[src/rtl/serial_fas_pkg.sv]
// Shared types and constants for the bit-serial adder/subtractor.
// The overflow helper is only called when SERIAL_FAS_OVF_EN is defined.
package serial_fas_pkg;

    typedef enum logic [1:0] {
        ST_IDLE = 2'd0,
        ST_RUN  = 2'd1,
        ST_DONE = 2'd2
    } fas_state_e;

    localparam logic FAS_ADD = 1'b1;
    localparam logic FAS_SUB = 1'b0;

    // Signed overflow from the operand and result sign bits; a_ns picks add or subtract.
    function automatic logic fas_ovf(input logic a_ns, input logic a_msb,
                                     input logic b_msb, input logic s_msb);
        logic ovf_s;
        if (a_ns == FAS_ADD) begin
            ovf_s = (a_msb == b_msb) && (s_msb != a_msb);
        end else begin
            ovf_s = (a_msb != b_msb) && (s_msb != a_msb);
        end
        return ovf_s;
    endfunction

endpackage

[src/rtl/serial_fas_if.sv]
// Operand and result handshake bundle for serial_fas.
interface serial_fas_if #(parameter int W = 8);
    logic         in_valid;
    logic         in_ready;
    logic [W-1:0] a;
    logic [W-1:0] b;
    logic         a_ns;
    logic         cin;
    logic         out_valid;
    logic         out_ready;
    logic [W-1:0] s;
    logic         cout;
    logic         ovf;

    modport master (
        output in_valid, a, b, a_ns, cin, out_ready,
        input  in_ready, out_valid, s, cout, ovf
    );

    modport slave (
        input  in_valid, a, b, a_ns, cin, out_ready,
        output in_ready, out_valid, s, cout, ovf
    );
endinterface

[src/rtl/serial_fas_bit.sv]
// One-bit full adder/subtractor cell: a_ns=1 adds with carry, a_ns=0 subtracts with borrow.
module fas_bit
    import serial_fas_pkg::*;
(
    input  logic a,
    input  logic b,
    input  logic c,
    input  logic a_ns,
    output logic s,
    output logic c_next
);

    // Sum bit is shared; only the carry/borrow term depends on the operation.
    always_comb begin
        s      = a ^ b ^ c;
        c_next = 1'b0;
        if (a_ns == FAS_ADD) begin
            c_next = (a & b) | (c & (a ^ b));
        end else begin
            c_next = (~a & b) | (c & ~(a ^ b));
        end
    end

endmodule

[src/rtl/serial_fas.sv]
// Bit-serial add/subtract over W-bit operands, LSB first, one fas_bit step per clock.
// Define SERIAL_FAS_OVF_EN to register signed overflow; otherwise ovf is tied low.
module serial_fas
    import serial_fas_pkg::*;
#(
    parameter int W = 8
) (
    input  logic          clk,
    input  logic          rst,
    serial_fas_if.slave   bus
);

    localparam int            CW       = $clog2(W);
    localparam logic [CW-1:0] CNT_LAST = CW'(W - 1);

    fas_state_e    state_r;
    fas_state_e    state_next_s;
    logic [CW-1:0] cnt_r;
    logic [W-1:0]  a_r;
    logic [W-1:0]  b_r;
    logic [W-1:0]  s_r;
    logic          a_ns_r;
    logic          carry_r;
    logic          cout_r;
    logic          sum_s;
    logic          carry_next_s;
    logic          last_bit_s;

    assign last_bit_s = (cnt_r == CNT_LAST);

    fas_bit u_fas_bit (
        .a      (a_r[cnt_r]),
        .b      (b_r[cnt_r]),
        .c      (carry_r),
        .a_ns   (a_ns_r),
        .s      (sum_s),
        .c_next (carry_next_s)
    );

    // State register.
    always_ff @(posedge clk or posedge rst) begin
        if (rst) begin
            state_r <= ST_IDLE;
        end else begin
            state_r <= state_next_s;
        end
    end

    // Next-state decode; accept and handoff never share an edge.
    always_comb begin
        state_next_s = state_r;
        case (state_r)
            ST_IDLE: begin
                if (bus.in_valid) begin
                    state_next_s = ST_RUN;
                end else begin
                    state_next_s = ST_IDLE;
                end
            end
            ST_RUN: begin
                if (last_bit_s) begin
                    state_next_s = ST_DONE;
                end else begin
                    state_next_s = ST_RUN;
                end
            end
            ST_DONE: begin
                if (bus.out_ready) begin
                    state_next_s = ST_IDLE;
                end else begin
                    state_next_s = ST_DONE;
                end
            end
            default: state_next_s = ST_IDLE;
        endcase
    end

    // Operand capture, bit stepping, result shift-in and final carry capture.
    always_ff @(posedge clk or posedge rst) begin
        if (rst) begin
            cnt_r   <= {CW{1'b0}};
            a_r     <= {W{1'b0}};
            b_r     <= {W{1'b0}};
            s_r     <= {W{1'b0}};
            a_ns_r  <= 1'b0;
            carry_r <= 1'b0;
            cout_r  <= 1'b0;
        end else begin
            case (state_r)
                ST_IDLE: begin
                    if (bus.in_valid) begin
                        a_r     <= bus.a;
                        b_r     <= bus.b;
                        a_ns_r  <= bus.a_ns;
                        carry_r <= bus.cin;
                        cnt_r   <= {CW{1'b0}};
                    end
                end
                ST_RUN: begin
                    // Each new bit enters at the MSB so bit 0 lands at s[0] after W steps.
                    s_r     <= {sum_s, s_r[W-1:1]};
                    carry_r <= carry_next_s;
                    if (last_bit_s) begin
                        cnt_r  <= {CW{1'b0}};
                        cout_r <= carry_next_s;
                    end else begin
                        cnt_r  <= cnt_r + CW'(1);
                    end
                end
                default: begin
                end
            endcase
        end
    end

`ifdef SERIAL_FAS_OVF_EN
    logic ovf_r;

    // Overflow uses the live sum bit, which is the result MSB on the last step.
    always_ff @(posedge clk or posedge rst) begin
        if (rst) begin
            ovf_r <= 1'b0;
        end else if ((state_r == ST_RUN) && last_bit_s) begin
            ovf_r <= fas_ovf(a_ns_r, a_r[W-1], b_r[W-1], sum_s);
        end
    end

    assign bus.ovf = ovf_r;
`else
    assign bus.ovf = 1'b0;
`endif

    assign bus.in_ready  = (state_r == ST_IDLE);
    assign bus.out_valid = (state_r == ST_DONE);
    assign bus.s         = s_r;
    assign bus.cout      = cout_r;

endmodule

[src/flat_wrapper.sv]
// flat-port wrapper written by rule: the top's interface ports become plain ports
module serial_fas_flat import serial_fas_pkg::*;
#(
    parameter int W = 8
)
  (clk, rst, bus_in_valid, bus_a, bus_b, bus_a_ns, bus_cin, bus_out_ready, bus_in_ready, bus_out_valid, bus_s, bus_cout, bus_ovf);
  serial_fas_if #(.W(W)) bus_i ();
  input  logic clk;
  input  logic rst;
  input wire logic [$bits(bus_i.in_valid)-1:0] bus_in_valid;
  input wire logic [$bits(bus_i.a)-1:0] bus_a;
  input wire logic [$bits(bus_i.b)-1:0] bus_b;
  input wire logic [$bits(bus_i.a_ns)-1:0] bus_a_ns;
  input wire logic [$bits(bus_i.cin)-1:0] bus_cin;
  input wire logic [$bits(bus_i.out_ready)-1:0] bus_out_ready;
  output wire logic [$bits(bus_i.in_ready)-1:0] bus_in_ready;
  output wire logic [$bits(bus_i.out_valid)-1:0] bus_out_valid;
  output wire logic [$bits(bus_i.s)-1:0] bus_s;
  output wire logic [$bits(bus_i.cout)-1:0] bus_cout;
  output wire logic [$bits(bus_i.ovf)-1:0] bus_ovf;
  assign bus_i.in_valid = bus_in_valid;
  assign bus_i.a = bus_a;
  assign bus_i.b = bus_b;
  assign bus_i.a_ns = bus_a_ns;
  assign bus_i.cin = bus_cin;
  assign bus_i.out_ready = bus_out_ready;
  assign bus_in_ready = bus_i.in_ready;
  assign bus_out_valid = bus_i.out_valid;
  assign bus_s = bus_i.s;
  assign bus_cout = bus_i.cout;
  assign bus_ovf = bus_i.ovf;
  serial_fas #(.W(W)) u_core (.clk(clk), .rst(rst), .bus(bus_i));
endmodule
[config.mk]
export PLATFORM = sky130hd
export DESIGN_NAME = serial_fas_flat
export DESIGN_NICKNAME = d
export VERILOG_FILES = /design/src/rtl/serial_fas_pkg.sv /design/src/rtl/serial_fas_if.sv /design/src/rtl/serial_fas_bit.sv /design/src/rtl/serial_fas.sv /design/src/flat_wrapper.sv
export SDC_FILE = /design/constraint.sdc
export NUM_CORES = 1
export LEC_CHECK = 0
export ABC_AREA = 1
export CAP_MARGIN = 20
export CORE_MARGIN = 1.5
export CORE_UTILIZATION = 40
export DETAILED_ROUTE_END_ITERATION = 10
export GPL_TIMING_DRIVEN = 1
export PLACE_DENSITY = 0.77
export SKIP_CTS_REPAIR_TIMING = 1
export SKIP_LAST_GASP = 1
export SLEW_MARGIN = 10
export SYNTH_ARGS = -nofsm -noshare
export SYNTH_HDL_FRONTEND = slang
export SYNTH_SLANG_ARGS = --single-unit
[constraint.sdc]
create_clock -name clk -period 5.3 [get_ports clk]
set_clock_uncertainty 0.05 [all_clocks]
set_input_delay 1.59 -clock clk [delete_from_list [all_inputs] [get_ports clk]]
set_output_delay 1.59 -clock clk [all_outputs]
set_load 0.01 [all_outputs]
; ---- Word-level counts from Yosys, hierarchy flattened
; Index checks and enable logic that the tools add are counted.
[totals]
reg_bits = 32
input_bits = 22
out_inout_bits = 12
wordCells = 43
[classes]
add_sub_neg = 1
magnitude_cmp = 1
n_eq_ne = 4
n_mux = 14
bitwise = 10
n_reduce_logical = 5
[op_table]
columns = op, count
row1 = 1-bit binary-select mux with 3-bit select, 2
row2 = 3-bit two-way mux, 2
row3 = 2-bit case mux with 3 select lines, 1
row4 = 3-bit case mux with 2 select lines, 1
row5 = 2-bit AND reduction, 3
row6 = 1-bit two-way mux, 5
row7 = 1-bit bitwise AND, 4
row8 = 3-bit by 4-bit less-than comparator with 1-bit output (second input constant), 1
row9 = 2-bit two-way mux, 2
row10 = 3-bit by 1-bit adder with 3-bit output (second input constant), 1
row11 = 3-bit == test (second input constant), 1
row12 = 2-bit by 1-bit == test with 1-bit output (second input constant), 1
row13 = 2-bit == test (second input constant), 1
row14 = 2-bit logical NOT, 1
row15 = 2-bit inequality test (second input constant), 1
row16 = 1-bit inverter, 2
row17 = 1-bit OR, 2
row18 = 1-bit case mux with 2 select lines, 1
row19 = 2-bit nonzero test, 1
row20 = 1-bit XOR, 2

; ---- Depth between registers and ports, before layout
[logic_depth]
word_depth = 8
mapped_depth = 12
ltp_nobuf = 11

; ---- Cells and area by module
; Synthesis repeated with hierarchy kept, for this count alone.
[hier_totals]
hier_cells = 184
hier_area_um2 = 1521.5
[by_module_without_submodules]
columns = module, instances, cells_each, area_per_inst_um2, seq_area_each_um2
row1 = serial_fas, 1, 178, 1465.2, 800.8
row2 = fas_bit, 1, 6, 56.3, 0.0

; ---- Worst setup path before layout
; OpenSTA, ideal clock, no wires.
[synth_path]
path_type = flip-flop to output port
from = register u_core.state_r[1]
to = output port bus_out_valid
arrival_time_ns = 0.612
required_ns = 3.660
slack_ns = 3.048
stages_incl_launch_ff = 3
n_path_buf = 0
path_cell_list = dfrtp_1 -> inv_1 -> nor2_1
[synth_via]
elab_chain_len = 1
[synth_rtl]
columns = item, line
row1 = "start, declared", serial_fas.sv:16  ; fas_state_e state_r;
row2 = "start signal, assigned", serial_fas.sv:45  ; state_r <= state_next_s;
row3 = 2-bit == test, serial_fas.sv:134  ; assign bus.out_valid = (state_r == ST_DONE);
row4 = "end, declared", flat_wrapper.sv:17  ; output wire logic [$bits(bus_i.out_valid)-1:0] bus_out_valid;
; Every way passes these cells.

; ---- Final worst setup path
[layout_path]
from = register u_core.state_r[0]
to = output port bus_in_ready
[layout_via]
elab_chain_len = 1
[layout_rtl]
columns = item, line
row1 = 2-bit logical NOT, serial_fas.sv:133  ; assign bus.in_ready = (state_r == ST_IDLE);
row2 = "end, declared", flat_wrapper.sv:16  ; output wire logic [$bits(bus_i.in_ready)-1:0] bus_in_ready;
; Every way passes these cells.

==> flow_summary_export.csv <==
group,metric,value,unit
outcome,status,"complete, no violations",
power,vdd_drop_max,0.192,mV
placed_design,port_buffers,32,
detailed_routing,wl_per_cell,10.8,um
placed_design,placedInstanceArea,1890,um^2
die,start_util,41.7,%
power,power,1.15,mW
power,switching_share,39.1,%
final_layout,final_cell_area,1990,um^2
detailed_routing,firstDrtPassIters,6,
critical_path,critPathLaunch,"u_core.state_r[0]",
yosys,synth_flop_cell,"dfrtp_1",
yosys,synth_top_area_share,52.1,%
critical_path,worst_path_max_delay_cell,"clkdlybuf4s50_1",
yosys,synth_edf_count,0,
global_routing,grt_max_degree,37,
critical_path,cp.arrival,1.45,ns
clock_network,clockBufferDepth,2,
global_routing,antenna_found_initial,0,
timing,hold_ws,0.436,ns
yosys,syn-instance-count,188,
critical_path,path_cells,"nor2_4, clkdlybuf4s50_1",
timing,rsz0062_at_grt,"no",
yosys,yosys-top-cells-area,"dfrtp_1, nand2_1, inv_1",
timing,fmax,0.324,GHz
yosys,async_flop_share,100,%
detailed_routing,wirelength,2920,um
final_layout,drive_gt1_share,5.86,%
yosys,synthTopCellsByCount,"nand2_1, dfrtp_1, inv_1",
yosys,yosysMostFrequentCell,"nand2_1",
final_layout,utilization,54.1,%
die,die_height,65,um
global_routing,grt_pass1_vias,1178,
critical_path,path_depth,2,
clock_network,cts_max_level,2,
critical_path,r2r_cells,10,
die,rows,22,
global_routing,grt_usage,16.2,%
placed_design,hpwl,2060,um
yosys,yosysUniqueCellTypes,19,
timing,fin_ws,2.21,ns
critical_path,r2r-start,"u_core.cnt_r[0]",
critical_path,cp-start-kind,"flip-flop",
critical_path,path_max_fanout,4,
critical_path,worstSetupPathType,"flip-flop to output port",
final_layout,nets,247,
placed_design,dp_slack,2.45,ns
final_layout,instances_no_fill,270,
placed_design,gp_congestion,0.838,
detailed_routing,postRouteAntennaNets,0,
clock_network,cts_root_buf,"clkbuf_8",
clock_network,cts_buffers,5,
timing,min_period,3.09,ns
die,die_x,65,um
timing,period_share,58.3,%
power,p_seq_share,37.3,%
timing,worstMarginPinSlew,0.609,ns
timing,maxSlewViolCount,0,
power,p_int,0.703,mW
min_path,min_path_type,"flip-flop to flip-flop",
detailed_routing,vias_per_cell,4.61,
yosys,syn_nets,214,
power,p_leak,1.01,nW
global_routing,grt_pass1_wl,5130,um
yosys,synth_area_leader_cell,"dfrtp_1",
power,clkPwrFrac,19.7,%
power,combPwrFrac,43.0,%
critical_path,cpPeakStageDelay,0.56,ns
critical_path,cp_num_buf_inv,1,
final_layout,syn_to_final_growth,29.7,%
detailed_routing,drt-initial-drc-count,73,
die,io_pins,34,
clock_network,worst_skew_pair.late_latency,0.28,ns
detailed_routing,drt_drc_violations_left,0,
yosys,syn_area,1540,um^2
power,switchingPower,0.452,mW
timing,slew_headroom,59.4,%
flow_run,maxCapViolations,0,
clock_network,clk_pin_slew,0.07,ns
die,die_area,4230,um^2
critical_path,crit_family,"buffers and inverters",
critical_path,worstPathRequired,3.66,ns
yosys,syn_area_per_cell,8.18,um^2
yosys,synth_warnings,0,
timing,fin_setup_tns,0,ns
yosys,synth-seq-cells,32,
clock_network,tritoncts,"yes",
yosys,seq_area_frac_synth,52.1,%
clock_network,clock-sinks,32,
die,core-area,3690,um^2
power,power_density,579,nW/um^2
timing,setup_viol,0,
critical_path,rrSetupSlack,3.29,ns
placed_design,dp.cells,262,
critical_path,r2r-end,"u_core.carry_r",
critical_path,endpoint,"bus_in_ready",
detailed_routing,num_vias,1244,
global_routing,overflow,0,
timing,hold_viol_final,0,
critical_path,end_kind,"output port",
final_layout,insertedDiodeCount,0,
-- area by class of cell --
cell class	count	area (um^2)
Fill cell	346	1690
Sequential cell	32	801
Multi-Input combinational cell	124	584
Timing Repair Buffer	33	348
Inverter	25	93.8
Clock buffer	6	72.6
Tap cell	48	60.1
Clock inverter	2	35.0
-- logic make-up after synthesis --
| group | synth area share (%) |
|---|---|
| other cells | 0.244 |
| fa+ha+maj | 4.23 |
| simple gates | 26.2 |
| buf+inv | 9.93 |
| compound gates | 7.32 |
| flops | 52.1 |
-- cell usage in the layout, fill, tap and decap left out --
master           synthesis  routed
nand2_1                 61      61
nand3_1                 15      15
nor2_1                  17      17
inv_2                    1       1
dfrtp_1                 32      32
conb_1                   1       1
clkinv_2                 0       1
o31ai_1                  1       1
a21oi_1                 16      16
nand2_4                  1       1
buf_16                   0       1
fa_1                     2       2
clkbuf_8                 0       5
nor2_2                   1       1
inv_1                   24      24
bufinv_16                0       1
clkdlybuf4s50_1          0      32
nand2_2                  1       1
nor2_4                   1       1
ha_1                     2       2
o21ai_0                  5       5
clkbuf_1                 0       1
-- worst min-delay path, delay by kind of cell, from the launching register on --
family | cells | cell delay (ns)
DFF | 1 | 0.36
and+or+nand+nor | 2 | 0.11
-- layer usage --
metal | GRT usage [%] | share of wire [%]
met1 | 20.7 | 48
met4 | 6.38 | 1.6
met3 | 5.38 | 5.5
met5 | 0 | 0
met2 | 25.3 | 45
-- flip-flops by register name, indices dropped and copies added (netlist names) --
name,count
u_core.a_ns_r,1
u_core.a_r,8
u_core.b_r,8
u_core.bus.cout,1
u_core.bus.s,8
u_core.carry_r,1
u_core.cnt_r,3
u_core.state_r,2
-- power groups by stage --
stage          combinational (mW)  clock (mW)  sequential, mW
3_5_place_dp                0.500           0           0.435
3_3_place_gp                0.482           0           0.430
5_1_grt                     0.583       0.245           0.446
4_1_cts                     0.503       0.235           0.431
2_1_floorplan               0.361           0           0.425
6_report                    0.496       0.228           0.431
-- worst min path at each step --
| stage | from | end | cells past startpoint |
|---|---|---|---|
| 2_1_floorplan | u_core.a_ns_r | u_core.a_ns_r | 2 |
| 5_1_grt | u_core.a_ns_r | u_core.a_ns_r | 2 |
| 6_report | u_core.bus.cout | u_core.bus.cout | 2 |
| 4_1_cts | u_core.bus.cout | u_core.bus.cout | 2 |
| 3_3_place_gp | u_core.bus.s[0] | u_core.bus.s[0] | 2 |
| 3_5_place_dp | u_core.bus.cout | u_core.bus.cout | 2 |
Power figures use the tool's default switching activity.
